<file path="config.mk">
export PLATFORM = sky130hd
export DESIGN_NAME = id_operand_scoreboard
export DESIGN_NICKNAME = d
export VERILOG_FILES = /design/src/rtl/id_operand_scoreboard_pkg.sv /design/src/rtl/id_operand_scoreboard_late_stage_tracker.sv /design/src/rtl/id_operand_scoreboard.sv
export SDC_FILE = /design/constraint.sdc
export NUM_CORES = 1
export LEC_CHECK = 0
export CAP_MARGIN = 20
export CORE_AREA = 4 4 118 120
export CTS_CLUSTER_DIAMETER = 150
export DETAILED_ROUTE_END_ITERATION = 16
export DIE_AREA = 0 0 122 124
export HOLD_SLACK_MARGIN = 0.12
export PLACE_DENSITY = 0.75
export SLEW_MARGIN = 10
export SYNTH_ARGS = -nofsm -noshare
export SYNTH_HDL_FRONTEND = slang
export SYNTH_SLANG_ARGS = --single-unit
export TNS_END_PERCENT = 10
</file>
<file path="constraint.sdc">
create_clock -name clk -period 2.64 [get_ports clk]
set_input_delay 0.528 -clock clk [delete_from_list [all_inputs] [get_ports clk]]
set_output_delay 0.528 -clock clk [all_outputs]
set_load 0.01 [all_outputs]
</file>
<file path="src/rtl/id_operand_scoreboard_pkg.sv">
// Shared constants for the decode-stage operand scoreboard: bypass channel layout
// ({we, waddr, wdata} per channel) and stall vector bit positions.
package id_operand_scoreboard_pkg;

    localparam int REG_W      = 5;
    localparam int NUM_REGS   = 32;
    localparam int BYP_CTRL_W = 1 + REG_W;

    localparam int BYP_WDATA_OFF = 0;

    localparam int STALL_ID = 0;
    localparam int STALL_EX = 1;

    function automatic int byp_wd(input int xlen);
        return BYP_CTRL_W + xlen;
    endfunction

    function automatic int byp_waddr_off(input int xlen);
        return xlen;
    endfunction

    function automatic int byp_we_off(input int xlen);
        return xlen + REG_W;
    endfunction

endpackage

</file>
<file path="src/rtl/id_operand_scoreboard_late_stage_tracker.sv">
// Tracks which pipeline stages (EX onward) hold a result that cannot be forwarded yet.
// A held stage behind a moving stage becomes a bubble; a flush clears every entry.
module id_operand_scoreboard_late_stage_tracker
    import id_operand_scoreboard_pkg::*;
#(
    parameter int LATE_DEPTH = 2
) (
    input  logic                  clk,
    input  logic                  rst_n,
    input  logic [LATE_DEPTH:0]   stall,
    input  logic                  br_e,
    input  logic                  iss_in,
    output logic [LATE_DEPTH-1:0] late_v
);

    logic [LATE_DEPTH-1:0] late_v_q;
    logic [LATE_DEPTH-1:0] late_v_d;
    logic [LATE_DEPTH:0]   shift_src;

    // Entry k (stored at bit k-1) loads from shift_src[k-1]: the issue bit for k=1.
    assign shift_src = {late_v_q, iss_in};

    always_comb begin
        late_v_d = late_v_q;
        for (int k = 1; k <= LATE_DEPTH; k++) begin
            if (br_e || (stall[k-1] && !stall[k])) begin
                late_v_d[k-1] = 1'b0;
            end else if (!stall[k-1]) begin
                late_v_d[k-1] = shift_src[k-1];
            end
        end
    end

    always_ff @(posedge clk or negedge rst_n) begin
        if (!rst_n) begin
            late_v_q <= '0;
        end else begin
            late_v_q <= late_v_d;
        end
    end

    assign late_v = late_v_q;

endmodule

</file>
<file path="src/rtl/id_operand_scoreboard.sv">
// Decode-stage operand forwarding and hazard detection over NUM_BYP bypass channels.
// Define LONG_SCOREBOARD_EN to add the per-register busy scoreboard for the long-latency unit.
module id_operand_scoreboard
    import id_operand_scoreboard_pkg::*;
#(
    parameter int NUM_BYP    = 4,
    parameter int LATE_DEPTH = 2,
    parameter int XLEN       = 32
) (
    input  logic                         clk,
    input  logic                         rst_n,
    input  logic [LATE_DEPTH:0]          stall,
    input  logic                         br_e,
    input  logic [4:0]                   rs1,
    input  logic [4:0]                   rs2,
    input  logic                         rs1_used,
    input  logic                         rs2_used,
    input  logic [XLEN-1:0]              rdata1,
    input  logic [XLEN-1:0]              rdata2,
    input  logic                         iss_we,
    input  logic [4:0]                   iss_waddr,
    input  logic                         iss_late,
    input  logic                         iss_long,
    input  logic [NUM_BYP*(6+XLEN)-1:0]  byp_bus,
    input  logic                         long_done,
    input  logic [4:0]                   long_waddr,
    output logic [XLEN-1:0]              src1_fwd,
    output logic [XLEN-1:0]              src2_fwd,
    output logic                         stallreq_id
);

    localparam int BW        = byp_wd(XLEN);
    localparam int WADDR_OFF = byp_waddr_off(XLEN);
    localparam int WE_OFF    = byp_we_off(XLEN);

    logic [NUM_BYP-1:0]    ch_we;
    logic [REG_W-1:0]      ch_waddr [NUM_BYP];
    logic [XLEN-1:0]       ch_wdata [NUM_BYP];
    logic [LATE_DEPTH-1:0] late_v;
    logic [NUM_BYP-1:0]    late_ext;
    logic                  iss_fire;
    logic                  late_kind;
    logic                  late1;
    logic                  late2;
    logic                  late_hz;
    logic                  busy_hz;

    for (genvar i = 0; i < NUM_BYP; i++) begin : g_ch
        assign ch_wdata[i] = byp_bus[i*BW + BYP_WDATA_OFF +: XLEN];
        assign ch_waddr[i] = byp_bus[i*BW + WADDR_OFF +: REG_W];
        assign ch_we[i]    = byp_bus[i*BW + WE_OFF];
    end

    assign iss_fire = !stall[STALL_ID] && !br_e;

    id_operand_scoreboard_late_stage_tracker #(
        .LATE_DEPTH(LATE_DEPTH)
    ) u_late (
        .clk   (clk),
        .rst_n (rst_n),
        .stall (stall),
        .br_e  (br_e),
        .iss_in(iss_fire && late_kind && iss_we),
        .late_v(late_v)
    );

    // Channels beyond the tracked depth always carry valid data.
    assign late_ext = NUM_BYP'(late_v);

    // Scan oldest to youngest so the lowest-index match wins; its late bit decides the hazard.
    always_comb begin
        src1_fwd = rdata1;
        src2_fwd = rdata2;
        late1    = 1'b0;
        late2    = 1'b0;
        for (int c = NUM_BYP - 1; c >= 0; c--) begin
            if (ch_we[c] && (ch_waddr[c] == rs1) && (rs1 != 5'd0)) begin
                src1_fwd = ch_wdata[c];
                late1    = late_ext[c];
            end
            if (ch_we[c] && (ch_waddr[c] == rs2) && (rs2 != 5'd0)) begin
                src2_fwd = ch_wdata[c];
                late2    = late_ext[c];
            end
        end
    end

    assign late_hz = (late1 && rs1_used) || (late2 && rs2_used);

`ifdef LONG_SCOREBOARD_EN
    logic [NUM_REGS-1:0] busy_q;
    logic [NUM_REGS-1:0] busy_d;

    // A same-cycle set overrides the clear; x0 can never become busy.
    always_comb begin
        busy_d = busy_q;
        if (long_done) begin
            busy_d[long_waddr] = 1'b0;
        end
        if (iss_fire && iss_long && iss_we && (iss_waddr != 5'd0)) begin
            busy_d[iss_waddr] = 1'b1;
        end
        busy_d[0] = 1'b0;
    end

    always_ff @(posedge clk or negedge rst_n) begin
        if (!rst_n) begin
            busy_q <= '0;
        end else begin
            busy_q <= busy_d;
        end
    end

    assign late_kind = iss_late;
    assign busy_hz   = (busy_q[rs1] && rs1_used) || (busy_q[rs2] && rs2_used) ||
                       (busy_q[iss_waddr] && iss_we);
`else
    logic unused_long;

    assign unused_long = ^{long_done, long_waddr};
    assign late_kind   = iss_late || iss_long;
    assign busy_hz     = 1'b0;
`endif

    assign stallreq_id = rst_n && !br_e && (late_hz || busy_hz);

endmodule
</file>
==> results of run 1 <==
[cell usage after synthesis]
master / count
a211oi_1: 67
a211oi_2: 1
a21boi_0: 45
a21boi_1: 13
a21oi_1: 1
a31oi_1: 1
and2_1: 4
and3_1: 6
buf_2: 24
buf_4: 8
buf_6: 10
buf_8: 6
clkbuf_1: 27
clkbuf_2: 1
dfrtp_1: 2
inv_1: 3
mux2i_1: 2
nand2_1: 76
nand2b_1: 1
nand3_1: 71
nand4_1: 2
nor2_1: 4
nor2b_1: 2
nor3_1: 8
nor4_2: 4
nor4b_1: 2
o211ai_1: 116
o211ai_2: 12
o21ai_0: 1
o22ai_1: 1
or3_1: 4
or4_4: 2
xnor2_1: 20
xor2_1: 20
[layer usage]
metal	vias up	track usage	share of wire
li1	2951	-	-
met1	3110	0.3785	0.37
met2	483	0.5601	0.47
met3	115	0.07675	0.11
met4	2	0.1450	0.049
met5	-	0	0.00026
[final cells by class]
type                    count  area (µm²)  area share
clock buffers               3       75.07    0.008497
inverters                   3       11.26    0.001275
multi-input cells         486        3958      0.4480
flip-flops and latches      2       50.05    0.005665
well taps                 176       220.2     0.02493
repair buffers            439        4521      0.5117
[report_power, final]
group | leakage [nW] | internal, W | total [W] | switching, W
sequential | 0.0274 | 0.0000318 | 0.0000331 | 0.00000124
clock | 0.0370 | 0.000193 | 0.000226 | 0.0000337
combinational | 3.25 | 0.000772 | 0.00136 | 0.000588
total | 3.31 | 0.000997 | 0.00162 | 0.000623
[metrics by stage]
stage               worst slack, ns  hold WS [ns]  utilization  cells
detailed placement           -1.135        0.5636       0.5791   1052
CTS                         -0.2853        0.4923       0.6665   1099
global placement             -1.136        0.5516       0.5791   1052
finish                      -0.2171        0.4893       0.6806   1109
floorplan                   0.04909        0.2324            -    567
global route                -0.2704        0.4924       0.6806   1109
[repair_timing]
action | CTS | global route
endpoints found under the hold margin | 0 | 0
cloned | 17 | 1
gates resized for setup | 498 | 67
pin swaps | 71 | 39
setup endpoints to repair | 65 | 65
buffers inserted | 28 | 10
[worst max path at each step]
stage | end | slack, ns | cells after the start
final | src2_fwd[21] | -0.22 | 12
after global routing | src2_fwd[21] | -0.27 | 12
after CTS | src2_fwd[7] | -0.29 | 8
after detailed placement | src1_fwd[31] | -1.13 | 9
after global placement | src1_fwd[31] | -1.14 | 9
after floorplan | src2_fwd[2] | 0.05 | 8
[cell families after synthesis]
kind of cell,share of synthesized area
mux,0.005241
compound gates,0.5221
flops,0.01310
buf+inv,0.1310
xor+xnor,0.09171
simple gates,0.2368
==> qor.csv, run 1 <==
metric;value;unit
status;finished with violations;
violations;negative setup slack;
cpPeakStageDelay;0.29;ns
synthesis.area;3820;µm²
first_pass_iters;5;
worst_r2r_path_depth;2;
finalSetupViolCount;65;
cp_cell_sequence;buf_8 -> buf_6 -> nor4_4 -> buf_4 -> a211oi_4 -> and2_4 -> buf_12 -> buf_12 -> buf_6 -> a211oi_4 -> o211ai_1 -> buf_2;
cp-start-kind;primary input;
io_buffers;301;
cts_tree;yes;
peakVddDrop;0.4573;mV
synth_area_leaders;o211ai_1 23%, a211oi_1 13%, nand3_1 9.3%;
reg2reg_to;u_late.late_v[0];
ys_ff_latch;2;
clock_latency;0.22;ns
path_class;in2out;
grt_pass1_wl;37950;µm
clock_path_buffers;2;
layout_common_cells;205 x clkdlybuf4s50_1, 116 x o211ai_1, 71 x nand3_1;
dr.first_iter.drc_count;484;
syn-num-nets;815;
gp_congestion;0.9096;
dpl_cell_area;7517;µm²
finalCriticalPeriod;2.857;ns
numClockSinks;2;
nets;1183;
wirelength;26530;µm
avgSynthCellArea;6.737;µm²
dr_total_vias;6661;
ant_nets;0;
cts_buffers;3;
final_common_cell;clkdlybuf4s50_1;
yosysTopAreaCellShare;0.2280;
largest_register_ffs;2;
ys_types;34;
p_per_area;183.3;nW/µm²
slew_viol_final;0;
leakage;3.314;nW
fin_total_pwr;0.001619;W
timing.fmax;350.0;MHz
antenna_found_initial;1;
detail_route.wl_per_cell;23.92;µm
required;2.11;ns
antenna_cells;0;
critPathMaxFanout;7;
io_pins;313;
cts_hold_buf;0;
setup_slack;-0.2171;ns
initial_utilization;0.2943;
worstMarginPinSlew;0.3290;ns
clock_skew;0.001934;ns
finalSetupTns;-8.272;ns
rr_startpoint;u_late.late_v[0];
clk_pin_slew;0.03;ns
syn_to_final_growth;131.3;%
hold_viol;0;
cp_top_family;buffers and inverters;
grt_max_degree;32;
slew_headroom;0.7790;
endpoint_kind;primary output;
slowest_stage;nor4_4;
rows;42;
dpl.hpwl;17140;µm
core;12980;µm²
ys_warn_count;0;
synth_cells;567;
fin_crit_sh;1.082;
cp.arrival;2.33;ns
die_w;122;µm
grt.overflow.total;0;
drc;0;
nFillCells;1064;
synth_top_area_cell;o211ai_1;
crit_start;rs2[1];
drive_above_1_share;0.3698;
seq_area_frac_synth;0.01310;
dieArea;15130;µm²
rsz0062_at_grt;true;
die_h;124;µm
path_buf_inv;7;
cts-root-buf;clkbuf_16;
maxCapViolCount;0;
track_usage;0.3229;
finalInstanceArea;8835;µm²
grt_pass1_vias;6779;
viasPerCell;6.006;
r2r_slack;1.90;ns
min_path_type;in2async;
htree_levels;1;
Power figures use the tool's default switching activity.
==> inputs of run 2 (changes only) <==
--- a/config.mk
+++ b/config.mk
@@ -7,9 +7,11 @@
 export LEC_CHECK = 0
 export CAP_MARGIN = 20
 export CORE_AREA = 4 4 118 120
+export CTS_BUF_LIST = sky130_fd_sc_hd__clkbuf_4 sky130_fd_sc_hd__clkbuf_8 sky130_fd_sc_hd__clkbuf_16
 export CTS_CLUSTER_DIAMETER = 150
 export DETAILED_ROUTE_END_ITERATION = 16
 export DIE_AREA = 0 0 122 124
+export GPL_TIMING_DRIVEN = 0
 export HOLD_SLACK_MARGIN = 0.12
 export PLACE_DENSITY = 0.75
 export SLEW_MARGIN = 10
==> qor.csv, run 2 (synthesis results as in run 1) <==
metric;value;unit
path_class;in2out;
rows;42;
detail_route.wl_per_cell;23.10;µm
clock_path_buffers;2;
status;finished with violations;
setup_slack;-0.2512;ns
p_per_area;182.7;nW/µm²
dr.first_iter.drc_count;535;
drc;0;
largest_register_ffs;2;
clk_pin_slew;0.03;ns
final_util;0.6308;
p_int;0.0009075;W
ant_nets;0;
hold_viol;0;
worstMarginPinSlew;0.3720;ns
core;12980;µm²
final_common_cell;clkdlybuf4s50_1;
gp_congestion;0.9466;
holdWs;0.4931;ns
die_h;124;µm
wirelength;25060;µm
timing.fmax;345.9;MHz
dieArea;15130;µm²
layout_common_cells;205 x clkdlybuf4s50_1, 116 x o211ai_1, 73 x nand2_1;
cp-start-kind;primary input;
dpl_cell_area;6953;µm²
clock_skew;0.0006128;ns
final_cells;1085;
power_frac_seq;0.022;
rsz0062_at_grt;true;
slew_headroom;0.7498;
peakVddDrop;0.3825;mV
htree_levels;1;
cts-root-buf;clkbuf_16;
antenna_found_initial;1;
track_usage;0.3012;
cp.arrival;2.36;ns
grt_pass1_vias;6537;
viasPerCell;5.841;
initial_utilization;0.2943;
dpl.cell_count;1034;
cts_tree;yes;
netSwitchingFraction;0.3933;
syn_to_final_growth;114.3;%
p_clk_frac;0.151;
required;2.11;ns
violations;negative setup slack;
finalInstanceArea;8188;µm²
cts_hold_buf;0;
switchingPower;0.0005882;W
critPathMaxFanout;10;
drive_above_1_share;0.3194;
grt_max_degree;11;
nets;1158;
dr_total_vias;6338;
clock_latency;0.22;ns
min_path_type;in2async;
die_w;122;µm
io_pins;313;
finalSetupTns;-11.31;ns
maxCapViolCount;0;
cts_buffers;3;
fin_crit_sh;1.095;
grt_pass1_wl;36040;µm
dpl.hpwl;17710;µm
endpoint_kind;primary output;
first_pass_iters;5;
leakage;3.017;nW
slew_viol_final;0;
io_buffers;291;
finalCriticalPeriod;2.891;ns
p_comb_frac;0.827;
grt.overflow.total;0;
numClockSinks;2;
finalSetupViolCount;65;
## run 2: changes by cell type in the layout (fill, tap and decap cells not counted), sizes merged
cell           before  now
buf               211  165
clkbuf             10   29
dlygate4sd2        12   15
bufbuf              2    0
clkdlybuf4s15       2    3
diode               0    1
## run 2: path summary, 6_finish.rpt
path                                   from                to  slack [ns]  cells past startpoint
min reg2reg                u_late.late_v[1]  u_late.late_v[1]        0.58                      2
min in group clk           u_late.late_v[1]  u_late.late_v[1]        0.58                      2
max                                  rs2[1]      src2_fwd[14]       -0.25                      8
max reg2reg                u_late.late_v[0]  u_late.late_v[0]        1.94                      2
min                                   rst_n  u_late.late_v[0]        0.49                      1
max in group asynchronous             rst_n  u_late.late_v[1]        2.01                      1
## run 2: timing repair
action,4_1_cts,5_1_grt
setup buffers,34,12
pin swaps,70,34
setup endpoints to repair,65,65
cloned,5,0
gates resized for setup,500,46
## run 2: cell type report
type,instances,area [µm²]
well taps,176,220.2
inverters,3,11.26
flip-flops and latches,2,50.05
plain buffers,73,894.6
fillers,1161,4792
diodes,1,2.502
multi-input cells,486,3831
repair buffers,341,3103
clock buffers,3,75.07
## run 2: per-stage QoR
stage | setup slack [ns] | power [W]
2_1_floorplan | 0.04909 | 0.0004522
3_3_place_gp | -1.632 | 0.001131
3_5_place_dp | -1.588 | 0.001133
4_1_cts | -0.2386 | 0.001442
5_1_grt | -0.3128 | 0.001570
6_report | -0.2512 | 0.001496
## run 2: routing by layer
layer,global-route usage,vias to the layer above,wire (µm)
li1,-,2882,-
met1,0.3749,3009,9902
met2,0.5269,394,12290
met3,0.06131,53,2205
met4,0.08613,0,667
met5,0,-,0
## run 2: worst max-delay path, stage by stage
cell and delay [ns]:
buf_12 0.10, or4_4 0.57, o211ai_4 0.22, or3_4 0.24, buf_8 0.16, o211ai_1 0.09, o211ai_1 0.25, buf_2 0.19
## run 2: power by group through the flow
stage	clock [W]	sequential, W	combinational [W]
2_1_floorplan	0	0.0000328	0.000419
3_3_place_gp	0	0.0000330	0.00110
3_5_place_dp	0	0.0000331	0.00110
4_1_cts	0.000229	0.0000328	0.00118
5_1_grt	0.000234	0.0000328	0.00130
6_report	0.000226	0.0000328	0.00124
==> inputs of run 3 (changes only) <==
--- a/config.mk
+++ b/config.mk
@@ -11,6 +11,7 @@
 export CTS_CLUSTER_DIAMETER = 150
 export DETAILED_ROUTE_END_ITERATION = 16
 export DIE_AREA = 0 0 122 124
+export GPL_ROUTABILITY_DRIVEN = 0
 export GPL_TIMING_DRIVEN = 0
 export HOLD_SLACK_MARGIN = 0.12
 export PLACE_DENSITY = 0.75
==> results of run 3 <==
The final DEF is identical to that of run 2; final timing and power are the same.
